[src/rtl/bus_slave_bridge_pkg.sv]
// Shared definitions for the bus-slave bridge.
//   state_t         : bridge FSM state encoding
//   BUS_MODE_READ   : BUS_mode value for a read request
//   BUS_MODE_WRITE  : BUS_mode value for a write request
package bus_slave_bridge_pkg;

    typedef enum logic [2:0] {
        ST_IDLE   = 3'd0,
        ST_WACK   = 3'd1,
        ST_RDRAIN = 3'd2,
        ST_RREQ   = 3'd3,
        ST_RRESP  = 3'd4
    } state_t;

    localparam logic BUS_MODE_READ  = 1'b0;
    localparam logic BUS_MODE_WRITE = 1'b1;

endpackage

[src/rtl/bus_slave_bridge_if.sv]
// System-bus side of the bridge.
//   BUS_valid/BUS_mode/BUS_addr/BUS_wdata : request, held by master until completion
//   BUS_wready                            : one-cycle write-accept pulse
//   BUS_rvalid/BUS_rdata/BUS_rready       : read response, held until taken
// Modports: master (drives requests), slave (the bridge).
interface bus_slave_bridge_if #(
    parameter int DATA_WIDTH = 32,
    parameter int ADDR_WIDTH = 32
);
    logic                  BUS_valid;
    logic                  BUS_mode;
    logic [ADDR_WIDTH-1:0] BUS_addr;
    logic [DATA_WIDTH-1:0] BUS_wdata;
    logic                  BUS_wready;
    logic                  BUS_rvalid;
    logic                  BUS_rready;
    logic [DATA_WIDTH-1:0] BUS_rdata;

    modport master (
        output BUS_valid, BUS_mode, BUS_addr, BUS_wdata, BUS_rready,
        input  BUS_wready, BUS_rvalid, BUS_rdata
    );

    modport slave (
        input  BUS_valid, BUS_mode, BUS_addr, BUS_wdata, BUS_rready,
        output BUS_wready, BUS_rvalid, BUS_rdata
    );
endinterface

[src/rtl/bus_slave_bridge_wfifo.sv]
// bus_wfifo: synchronous FIFO holding posted writes {addr, data}.
//   push_i/din_i : write an entry (ignored when full)
//   pop_i/dout_o : dout_o is the head entry; pop_i removes it (ignored when empty)
//   full_o, empty_o, level_o : occupancy status
// DEPTH must be a power of two so the pointers wrap naturally.
module bus_wfifo #(
    parameter int WIDTH = 64,
    parameter int DEPTH = 4
) (
    input  logic                     clk,
    input  logic                     rst_n,
    input  logic                     push_i,
    input  logic [WIDTH-1:0]         din_i,
    input  logic                     pop_i,
    output logic [WIDTH-1:0]         dout_o,
    output logic                     full_o,
    output logic                     empty_o,
    output logic [$clog2(DEPTH):0]   level_o
);
    localparam int PW = $clog2(DEPTH);
    localparam int LW = PW + 1;

    logic [WIDTH-1:0] mem_q [DEPTH];
    logic [PW-1:0]    wr_ptr_q, rd_ptr_q;
    logic [LW-1:0]    level_q;
    logic             push_ok, pop_ok;

    assign full_o  = (level_q == LW'(DEPTH));
    assign empty_o = (level_q == '0);
    assign level_o = level_q;
    assign dout_o  = mem_q[rd_ptr_q];

    // A full FIFO rejects a push even if it is popped in the same cycle.
    assign push_ok = push_i && !full_o;
    assign pop_ok  = pop_i && !empty_o;

    always_ff @(posedge clk or negedge rst_n) begin
        if (!rst_n) begin
            wr_ptr_q <= '0;
            rd_ptr_q <= '0;
            level_q  <= '0;
        end else begin
            if (push_ok) wr_ptr_q <= wr_ptr_q + PW'(1);
            if (pop_ok)  rd_ptr_q <= rd_ptr_q + PW'(1);
            case ({push_ok, pop_ok})
                2'b10:   level_q <= level_q + LW'(1);
                2'b01:   level_q <= level_q - LW'(1);
                default: level_q <= level_q;
            endcase
        end
    end

    // Storage needs no reset; only entries between the pointers are ever read.
    always_ff @(posedge clk) begin
        if (push_ok) mem_q[wr_ptr_q] <= din_i;
    end

endmodule

[src/rtl/bus_slave_bridge.sv]
// bus_slave_bridge: system-bus slave for one address window, translating to a
// window-relative device address. Writes are posted through bus_wfifo; reads
// wait until every posted write has drained, then hold the response until taken.
//   clk, rst_n     : clock, asynchronous active-low reset
//   bus            : bus_slave_bridge_if.slave (system bus side)
//   write_en/write_ready, read_en/read_valid, addr, wdata, rdata : device port
//   wfifo_level    : posted writes outstanding
// Optional macro BUS_SLAVE_TIMEOUT_EN: a device read not answered within TIMEOUT
// cycles completes with TIMEOUT_DATA.
module bus_slave_bridge
    import bus_slave_bridge_pkg::*;
#(
    parameter int                    DATA_WIDTH  = 32,
    parameter int                    ADDR_WIDTH  = 32,
    parameter logic [ADDR_WIDTH-1:0] BASE_ADDR   = 'h0001_0000,
    parameter logic [ADDR_WIDTH-1:0] WIN_SIZE    = 'h0001_0000,
    parameter int                    WFIFO_DEPTH = 4
`ifdef BUS_SLAVE_TIMEOUT_EN
   ,parameter int                    TIMEOUT      = 256,
    parameter logic [DATA_WIDTH-1:0] TIMEOUT_DATA = 'hDEAD_BEEF
`endif
) (
    input  logic                         clk,
    input  logic                         rst_n,
    bus_slave_bridge_if.slave            bus,
    output logic                         write_en,
    input  logic                         write_ready,
    output logic                         read_en,
    input  logic                         read_valid,
    output logic [ADDR_WIDTH-1:0]        addr,
    output logic [DATA_WIDTH-1:0]        wdata,
    input  logic [DATA_WIDTH-1:0]        rdata,
    output logic [$clog2(WFIFO_DEPTH):0] wfifo_level
);
    localparam int AW = ADDR_WIDTH;
    localparam int DW = DATA_WIDTH;

    state_t          state_q, state_d;
    logic [AW-1:0]   raddr_q, raddr_d;
    logic [DW-1:0]   rdata_q, rdata_d;
    logic [AW-1:0]   bus_off;
    logic            bus_hit;
    logic            fifo_push, fifo_pop, fifo_full, fifo_empty;
    logic [AW+DW-1:0] fifo_dout;

    // Offset compare keeps the window end from overflowing at the top of the map.
    assign bus_off = bus.BUS_addr - BASE_ADDR;
    assign bus_hit = bus.BUS_valid && (bus_off < WIN_SIZE);

    bus_wfifo #(.WIDTH(AW + DW), .DEPTH(WFIFO_DEPTH)) u_wfifo (
        .clk     (clk),
        .rst_n   (rst_n),
        .push_i  (fifo_push),
        .din_i   ({bus_off, bus.BUS_wdata}),
        .pop_i   (fifo_pop),
        .dout_o  (fifo_dout),
        .full_o  (fifo_full),
        .empty_o (fifo_empty),
        .level_o (wfifo_level)
    );

`ifdef BUS_SLAVE_TIMEOUT_EN
    localparam int CW = (TIMEOUT > 1) ? $clog2(TIMEOUT) : 1;
    logic [CW-1:0] cnt_q, cnt_d;

    always_ff @(posedge clk or negedge rst_n) begin
        if (!rst_n) cnt_q <= '0;
        else        cnt_q <= cnt_d;
    end
`endif

    always_ff @(posedge clk or negedge rst_n) begin
        if (!rst_n) begin
            state_q <= ST_IDLE;
            raddr_q <= '0;
            rdata_q <= '0;
        end else begin
            state_q <= state_d;
            raddr_q <= raddr_d;
            rdata_q <= rdata_d;
        end
    end

    always_comb begin
        state_d   = state_q;
        raddr_d   = raddr_q;
        rdata_d   = rdata_q;
        fifo_push = 1'b0;
`ifdef BUS_SLAVE_TIMEOUT_EN
        cnt_d     = '0;
`endif
        case (state_q)
            ST_IDLE: begin
                if (bus_hit) begin
                    if (bus.BUS_mode == BUS_MODE_WRITE) begin
                        if (!fifo_full) begin
                            fifo_push = 1'b1;
                            state_d   = ST_WACK;
                        end
                    end else begin
                        raddr_d = bus_off;
                        state_d = fifo_empty ? ST_RREQ : ST_RDRAIN;
                    end
                end
            end
            ST_WACK:   state_d = ST_IDLE;
            ST_RDRAIN: if (fifo_empty) state_d = ST_RREQ;
            ST_RREQ: begin
                if (read_valid) begin
                    rdata_d = rdata;
                    state_d = ST_RRESP;
                end
`ifdef BUS_SLAVE_TIMEOUT_EN
                else if (cnt_q == CW'(TIMEOUT - 1)) begin
                    rdata_d = TIMEOUT_DATA;
                    state_d = ST_RRESP;
                end else begin
                    cnt_d = cnt_q + CW'(1);
                end
`endif
            end
            ST_RRESP:  if (bus.BUS_rready) state_d = ST_IDLE;
            default:   state_d = ST_IDLE;
        endcase
    end

    // The device port carries a read only in RREQ, when the FIFO is known empty.
    assign write_en       = !fifo_empty && (state_q != ST_RREQ);
    assign fifo_pop       = write_en && write_ready;
    assign read_en        = (state_q == ST_RREQ);
    assign addr           = write_en ? fifo_dout[AW+DW-1:DW] : (read_en ? raddr_q : '0);
    assign wdata          = write_en ? fifo_dout[DW-1:0] : '0;
    assign bus.BUS_wready = (state_q == ST_WACK);
    assign bus.BUS_rvalid = (state_q == ST_RRESP);
    assign bus.BUS_rdata  = rdata_q;

endmodule

[src/flat_wrapper.sv]
// flat-port wrapper written by rule: the top's interface ports become plain ports
module bus_slave_bridge_flat import bus_slave_bridge_pkg::*;
#(
    parameter int                    DATA_WIDTH  = 32,
    parameter int                    ADDR_WIDTH  = 32,
    parameter logic [ADDR_WIDTH-1:0] BASE_ADDR   = 'h0001_0000,
    parameter logic [ADDR_WIDTH-1:0] WIN_SIZE    = 'h0001_0000,
    parameter int                    WFIFO_DEPTH = 4

)
  (clk, rst_n, write_en, write_ready, read_en, read_valid, addr, wdata, rdata, wfifo_level, bus_BUS_valid, bus_BUS_mode, bus_BUS_addr, bus_BUS_wdata, bus_BUS_rready, bus_BUS_wready, bus_BUS_rvalid, bus_BUS_rdata);
  bus_slave_bridge_if #(.DATA_WIDTH(DATA_WIDTH), .ADDR_WIDTH(ADDR_WIDTH)) bus_i ();
  input  logic clk;
  input  logic rst_n;
  output logic write_en;
  input  logic write_ready;
  output logic read_en;
  input  logic read_valid;
  output logic [ADDR_WIDTH-1:0] addr;
  output logic [DATA_WIDTH-1:0] wdata;
  input  logic [DATA_WIDTH-1:0] rdata;
  output logic [$clog2(WFIFO_DEPTH):0] wfifo_level;
  input wire logic [$bits(bus_i.BUS_valid)-1:0] bus_BUS_valid;
  input wire logic [$bits(bus_i.BUS_mode)-1:0] bus_BUS_mode;
  input wire logic [$bits(bus_i.BUS_addr)-1:0] bus_BUS_addr;
  input wire logic [$bits(bus_i.BUS_wdata)-1:0] bus_BUS_wdata;
  input wire logic [$bits(bus_i.BUS_rready)-1:0] bus_BUS_rready;
  output wire logic [$bits(bus_i.BUS_wready)-1:0] bus_BUS_wready;
  output wire logic [$bits(bus_i.BUS_rvalid)-1:0] bus_BUS_rvalid;
  output wire logic [$bits(bus_i.BUS_rdata)-1:0] bus_BUS_rdata;
  assign bus_i.BUS_valid = bus_BUS_valid;
  assign bus_i.BUS_mode = bus_BUS_mode;
  assign bus_i.BUS_addr = bus_BUS_addr;
  assign bus_i.BUS_wdata = bus_BUS_wdata;
  assign bus_i.BUS_rready = bus_BUS_rready;
  assign bus_BUS_wready = bus_i.BUS_wready;
  assign bus_BUS_rvalid = bus_i.BUS_rvalid;
  assign bus_BUS_rdata = bus_i.BUS_rdata;
  bus_slave_bridge #(.DATA_WIDTH(DATA_WIDTH), .ADDR_WIDTH(ADDR_WIDTH), .BASE_ADDR(BASE_ADDR), .WIN_SIZE(WIN_SIZE), .WFIFO_DEPTH(WFIFO_DEPTH)) u_core (.clk(clk), .rst_n(rst_n), .bus(bus_i), .write_en(write_en), .write_ready(write_ready), .read_en(read_en), .read_valid(read_valid), .addr(addr), .wdata(wdata), .rdata(rdata), .wfifo_level(wfifo_level));
endmodule
[config.mk]
export PLATFORM = sky130hd
export DESIGN_NAME = bus_slave_bridge_flat
export DESIGN_NICKNAME = d
export VERILOG_FILES = /design/src/rtl/bus_slave_bridge_pkg.sv /design/src/rtl/bus_slave_bridge_if.sv /design/src/rtl/bus_slave_bridge_wfifo.sv /design/src/rtl/bus_slave_bridge.sv /design/src/flat_wrapper.sv
export SDC_FILE = /design/constraint.sdc
export NUM_CORES = 1
export LEC_CHECK = 0
export ABC_CLOCK_PERIOD_IN_PS = 7700
export CELL_PAD_IN_SITES_DETAIL_PLACEMENT = 0
export CELL_PAD_IN_SITES_GLOBAL_PLACEMENT = 2
export CORE_MARGIN = 2
export CORE_UTILIZATION = 40
export CTS_BUF_LIST = sky130_fd_sc_hd__clkbuf_16
export DETAILED_ROUTE_END_ITERATION = 6
export GPL_TIMING_DRIVEN = 0
export PLACE_DENSITY_LB_ADDON = 0.15
export SLEW_MARGIN = 5
export SYNTH_ARGS = -nofsm -noshare
export SYNTH_HDL_FRONTEND = slang
export SYNTH_SLANG_ARGS = --single-unit
export TNS_END_PERCENT = 20
[constraint.sdc]
create_clock -name clk -period 7.7 [get_ports clk]
set_input_delay 1.155 -clock clk [delete_from_list [all_inputs] [get_ports clk]]
set_output_delay 1.155 -clock clk [all_outputs]
set_load 0.1 [all_outputs]
## After elaboration in Yosys (flattened, before gate mapping)

Memories as Yosys holds them, arrays and structs flattened.
Cells that the tools add are included.

| storage, ports and cells | value |
|---|---|
| flip-flop bits (word level) | 74 |
| memory bits (writable) | 256 |
| output and inout bits | 103 |
| memories | 1 |

| cells by class | value |
|---|---|
| add/sub/neg operators | 5 |
| $lt $le $gt $ge | 1 |
| eq/ne operators | 13 |
| multiplexer cells | 18 |
| bitwise operators | 1 |
| reduce and logical (&&, ||, !) cells | 13 |

Memories:

| memory | depth | bits a word | rd ports | clocked after Yosys merged registers in | write ports | RTL line | source |
|---|---|---|---|---|---|---|---|
| u_core.u_wfifo.mem_q | 4 | 64 | 1 | 0 | 1 | bus_slave_bridge_wfifo.sv:23 | `logic [WIDTH-1:0] mem_q [DEPTH];` |

Operators with widths:

| kind | count |
|---|---|
| two-way mux 32 bit | 3 |
| < comparator 32 x 17 -> 1 bit (second input constant) | 1 |
| subtractor 32 x 17 -> 32 bit (second input constant) | 1 |
| two-way mux 3 bit | 6 |
| one-hot mux 3 bit (4 select lines) | 1 |
| two-way mux 1 bit | 7 |
| equality test 3 x 2 -> 1 bit (second input constant) | 2 |
| equality test 3 bit (second input constant) | 2 |
| logical NOT 3 bit | 2 |
| one-hot mux 3 bit (2 select lines) | 1 |
| logical AND 1 bit | 5 |
| AND reduction 5 bit | 1 |
| adder 2 x 1 -> 2 bit (second input constant) | 2 |
| != test 2 x 1 -> 1 bit (second input constant) | 2 |
| != test 2 bit (second input constant) | 2 |
| adder 3 x 1 -> 3 bit (second input constant) | 1 |
| equality test 3 x 1 -> 1 bit (second input constant) | 1 |
| != test 3 x 2 -> 1 bit (second input constant) | 1 |
| != test 3 bit (second input constant) | 1 |
| AND reduction 3 bit | 1 |
| subtractor 3 x 1 -> 3 bit (second input constant) | 1 |
| equality test 2 x 1 -> 1 bit (second input constant) | 1 |
| equality test 2 bit (second input constant) | 1 |
| logical NOT 1 bit | 2 |
| other kinds (3) | 3 |

## Logic depth before layout (Yosys ltp)

| depth | value |
|---|---|
| depth in word-level cells | 8 |
| gate-level depth with buffers | 14 |
| mapped depth without buffers | 13 |

## Hierarchy

A second synthesis with hierarchy kept.

| unflattened totals | value |
|---|---|
| cells, all modules | 743 |
| area total of the unflattened synthesis | 13409.1 µm² |

By module, submodules not included:

| module | times used | cells an instance | area an instance (µm²) | sequential area each (µm²) |
|---|---|---|---|---|
| bus_wfifo | 1 | 372 | 9654.3 | 7862.5 |
| bus_slave_bridge | 1 | 371 | 3754.9 | 1676.6 |

## Worst setup path after synthesis

Ideal clock, no wire load.

| timing path | value |
|---|---|
| path kind | input to register |
| start point | input bus_BUS_addr[16] |
| end point | memory u_core.u_wfifo.mem_q[0][0], enable pin |
| setup time | 0.565 ns |
| data arrival time | 7.241 ns |
| data required time | 7.135 ns |
| slack | -0.106 ns |
| stages | 8 |
| buffers on the path | 1 |
| cells stage by stage | inv_1 ha_1 nor3b_1 nand4_1 xnor2_1 or4b_1 clkbuf_1 nor3_1 |

| on the way | value |
|---|---|
| cells in the longest elaborated chain, start to end | 8 |

Ends and longest elaborated chain:

| element | RTL line | source |
|---|---|---|
| start: declaration | flat_wrapper.sv:25 | `input wire logic [$bits(bus_i.BUS_addr)-1:0] bus_BUS_addr;` |
| subtractor 32 x 17 -> 32 bit | bus_slave_bridge.sv:47 | `assign bus_off = bus.BUS_addr - BASE_ADDR;` |
| via u_core.bus_off[30] | bus_slave_bridge.sv:41 | `logic [AW-1:0] bus_off;` |
| < comparator 32 x 17 -> 1 bit | bus_slave_bridge.sv:48 | `assign bus_hit = bus.BUS_valid && (bus_off < WIN_SIZE);` |
| logical AND 1 bit | bus_slave_bridge.sv:48 |  |
| two-way mux 1 bit | bus_slave_bridge.sv:94 | `if (bus_hit) begin` |
| two-way mux 1 bit | bus_slave_bridge.sv:92 | `case (state_q)` |
| logical AND 1 bit | bus_slave_bridge_wfifo.sv:34 | `assign push_ok = push_i && !full_o;` |
| two-way mux 1 bit | bus_slave_bridge_wfifo.sv:55 | `if (push_ok) mem_q[wr_ptr_q] <= din_i;` |
| two-way mux 1 bit (implied by the code) | bus_slave_bridge_wfifo.sv:55 |  |
| end: declaration | bus_slave_bridge_wfifo.sv:23 |  |

The timed path passes the listed nets, and every way through them passes these cells.

## Worst setup path in the final report

| timing path | value |
|---|---|
| start point | register u_core.state_q[1] |
| end point | output addr[20] |

| on the way | value |
|---|---|
| cells in the longest elaborated chain, start to end | 3 |
| elaborated cells between the ends (all ways) | 5 |
| those cells by class | eq/ne (2); mux (2); reduce/logical (1) |

Ends and longest elaborated chain:

| element | RTL line | source |
|---|---|---|
| start: declaration | bus_slave_bridge.sv:38 | `state_t state_q, state_d;` |
| start signal: assignment | bus_slave_bridge.sv:78 | `state_q <= state_d;` |
| equality test 3 x 2 -> 1 bit or != test 3 x 2 -> 1 bit (tied branches) | bus_slave_bridge.sv:130, bus_slave_bridge.sv:128 |  |
| two-way mux 32 bit or logical AND 1 bit (tied branches) | bus_slave_bridge.sv:131, bus_slave_bridge.sv:128 |  |
| two-way mux 32 bit (*) | bus_slave_bridge.sv:131 | `assign addr = write_en ? fifo_dout[AW+DW-1:DW] : (read_en ? raddr_q : '0);` |
| end: declaration | flat_wrapper.sv:19 | `output logic [ADDR_WIDTH-1:0] addr;` |

Mark *: on every way between the ends. The rest lies on a longest branch, timed or not.

==> metrics.txt <==
outcome completed; pin count of the biggest net entering global routing 43; synth warn 0; slack of the worst reg-to-reg path 4.05 ns; crit path cell chain nor2b_1 > and2_1 > clkbuf_1 > nor2b_1 > clkbuf_1 > clkbuf_1 > a22o_1 > clkdlybuf4s50_1; origin of the worst min-delay path u_core.raddr_q[22]; Max Buffers Root-to-Sink 3; Max Cap Viol 0; Required @ worst endpoint 6.55 ns; postcts setup bufs 0; H-tree levels 2; worst r2r src u_core.state_q[0]; Pre-Repair DR Iteration Count 4; I/O Buffers 205; NetSw 0.00295 W; initial antenna violation count 0; hpwl dp 21.3 mm; FILL cells 2673; clock buffer count from CTS 37; Chip Height 185 um; synth unique cells 45; Tot GR Track Use 17.7%; initial drt markers 430; DRT Wirelength 30.0 mm; hold buffers post-CTS 0; post-synthesis sequential area ratio 72.5%; cell mode on critical path clkbuf_1; final setup fails 0; share of layout cells above drive strength 1 21.8%; Synth Instances 677; Least-Margin Pin Slew 1.08 ns; Flop pwr share 28.8%; mean post-synth cell area 19.4 um^2; CTS tree done; internal power 0.00382 W; first-pass GRT wire length 45.7 mm; startpoint types flip-flop; Worst Hold End u_core.raddr_q[22]; Post-synth EDFFs 256; Pleak 6.31 nW; DRC Markers 0; most frequent cells in the layout edfxtp_1, clkdlybuf4s50_1, dfrtp_1; CTS Sinks 330; Slowest-stage cell, CP clkdlybuf4s50_1; Die ar. 0.0344 mm^2; commonest non-fill, non-tap cell in the layout edfxtp_1; RSZ-0062 raised after global routing no; core box area 0.0325 mm^2; Synth Net Count 788; reg2reg end u_core.u_wfifo.mem_q[2][17]; Die Wd 185 um; hold slack 0.500 ns; clock group share of total power 25.0%; r2r worst-path depth 9; Area Growth Syn to Fin 31.4%; total grt overflow 0; relative slew slack 27.6%; gp weighted congestion 0.776; Final ANT Viol Nets 0; root buf cell clkbuf_16; Yosys reg bits 330; Worst VDD drop 0.379 mV; pwr dens 392 mW/mm^2; Critical Path Source u_core.state_q[1]; Post-Syn Area 0.0132 mm^2; number of core rows 66; Setup WS pre-CTS 1.81 ns; final net count 1064; Starting Density 40.6%; Slew Limit Fails 0; vias in the first global route 7832; FFs w/ async S/R, synth 22.4%; Top Ports 206; Comb pwr share 46.2%; final setup TNS 0 ns; Via-to-Cell Ratio 5.07; period utilisation layout 71.7%; switching share of power 43.6%; Clk Latency, worst-skew pair 0.51 ns; cell area after placement 0.0161 mm^2; final hold vios 0; worst setup path class reg2out; Most used DFF post-synth edfxtp_1; Crit path max-delay family buffers and inverters; Worst Hold Depth 1; vias 7225; endpoint class of the critical path primary output; achievable clock frequency 0.181 GHz; post-route design area 0.0173 mm^2; post-CTS resize count 0; arrival time of the worst setup path 4.37 ns; Largest stage delay, worst path 1.20 ns; crit-path max FO 10; Clock Skew 0.0171 ns; drt wl/cell 21.1 um; ant diodes 0; clk slew on worst S/H paths 0.06 ns; setup ws final 2.18 ns; Hold WC Path Type reg2reg; Buf/Inv on CP 4; Final Critical Period 5.52 ns
[area by class of cell]
cell class                 instances  area, um^2  area share, %
buffer                            34         163          0.940
clock buffer                      39         976           5.64
clock inverter                    29         211           1.22
inverter                          14        52.6          0.304
multi-input combinational        299        3430           19.8
sequential                       330        9540           55.2
tap                              442         553           3.20
timing repair buffer             237        2370           13.7
[worst reg2reg max path: cells and delay by family, from the launching register on]
family	cells	cell delay, ns
and+or+nand+nor	4	1.76
buffers and inverters	5	1.18
DFF	1	0.44
[cell families (layout without fill, tap and decap cells)]
group                      after synthesis  count (layout)  synth area share, %
AOI/OAI and AO/OA                       41              41                 2.54
buffers and inverters                   48             353                 1.63
muxes                                  117             117                 15.9
xor gates and xnor gates                18              18                 1.20
and+or+nand+nor                        115             115                 5.45
adders and majority gates                8               8                0.817
DFF                                    330             330                 72.5
[worst max-delay path by stage]
stage                                             end  slack, ns  cells past startpoint
after CTS                                    addr[23]       2.08                      8
after floorplan            u_core.u_wfifo.mem_q[0][0]      -0.11                      8
after global routing                         addr[23]       1.90                      8
after detailed placement  u_core.u_wfifo.mem_q[2][21]       1.81                     13
after global placement    u_core.u_wfifo.mem_q[0][21]      -5.04                      9
final                                        addr[20]       2.18                      8
[registers in the layout (all words and copies together) (netlist names)]
| register | flops |
|---|---|
| u_core.raddr_q | 32 |
| u_core.u_wfifo.wr_ptr_q | 2 |
| u_core.bus.BUS_rdata | 32 |
| u_core.u_wfifo.mem_q | 256 |
| u_core.state_q | 3 |
| u_core.u_wfifo.level_o | 3 |
| u_core.u_wfifo.rd_ptr_q | 2 |
[cell usage after synthesis, drive strengths merged, types with 7 or more instances]
master | n | share of area, %
a22o | 32 | 2.1
and2 | 34 | 1.6
buf | 15 | 0.69
clkbuf | 19 | 0.54
dfrtp | 74 | 14
edfxtp | 256 | 58
ha | 7 | 0.67
inv | 14 | 0.40
mux2 | 51 | 4.8
mux4 | 64 | 11
nand2 | 10 | 0.29
nor2 | 7 | 0.20
nor2b | 17 | 0.81
nor3 | 9 | 0.34
xnor2 | 11 | 0.73
xor2 | 7 | 0.47
[power by group through the flow]
stage	sequential [W]	clock, W	combinational, W
finish	0.00195	0.00170	0.00313
floorplan	0.00204	0	0.00235
CTS	0.00195	0.00173	0.00317
detailed placement	0.00199	0	0.00316
global placement	0.00199	0	0.00314
global route	0.00195	0.00182	0.00324
[layer usage]
metal	vias to the layer above	share of wire, %	track usage [%]
met2	166	51	29.8
met4	0	1.9	4.54
li1	3244	-	-
met3	43	4.9	3.40
met1	3772	43	23.7
met5	-	0	0
[through the flow]
step,cells,utilization (%),power (W)
after global placement,1324,48.6,0.00513
after detailed placement,1356,49.6,0.00514
after floorplan,677,-,0.00439
after global routing,1424,53.3,0.00701
final,1424,53.3,0.00677
after CTS,1424,53.3,0.00685
(Power assumes the default switching activity.)
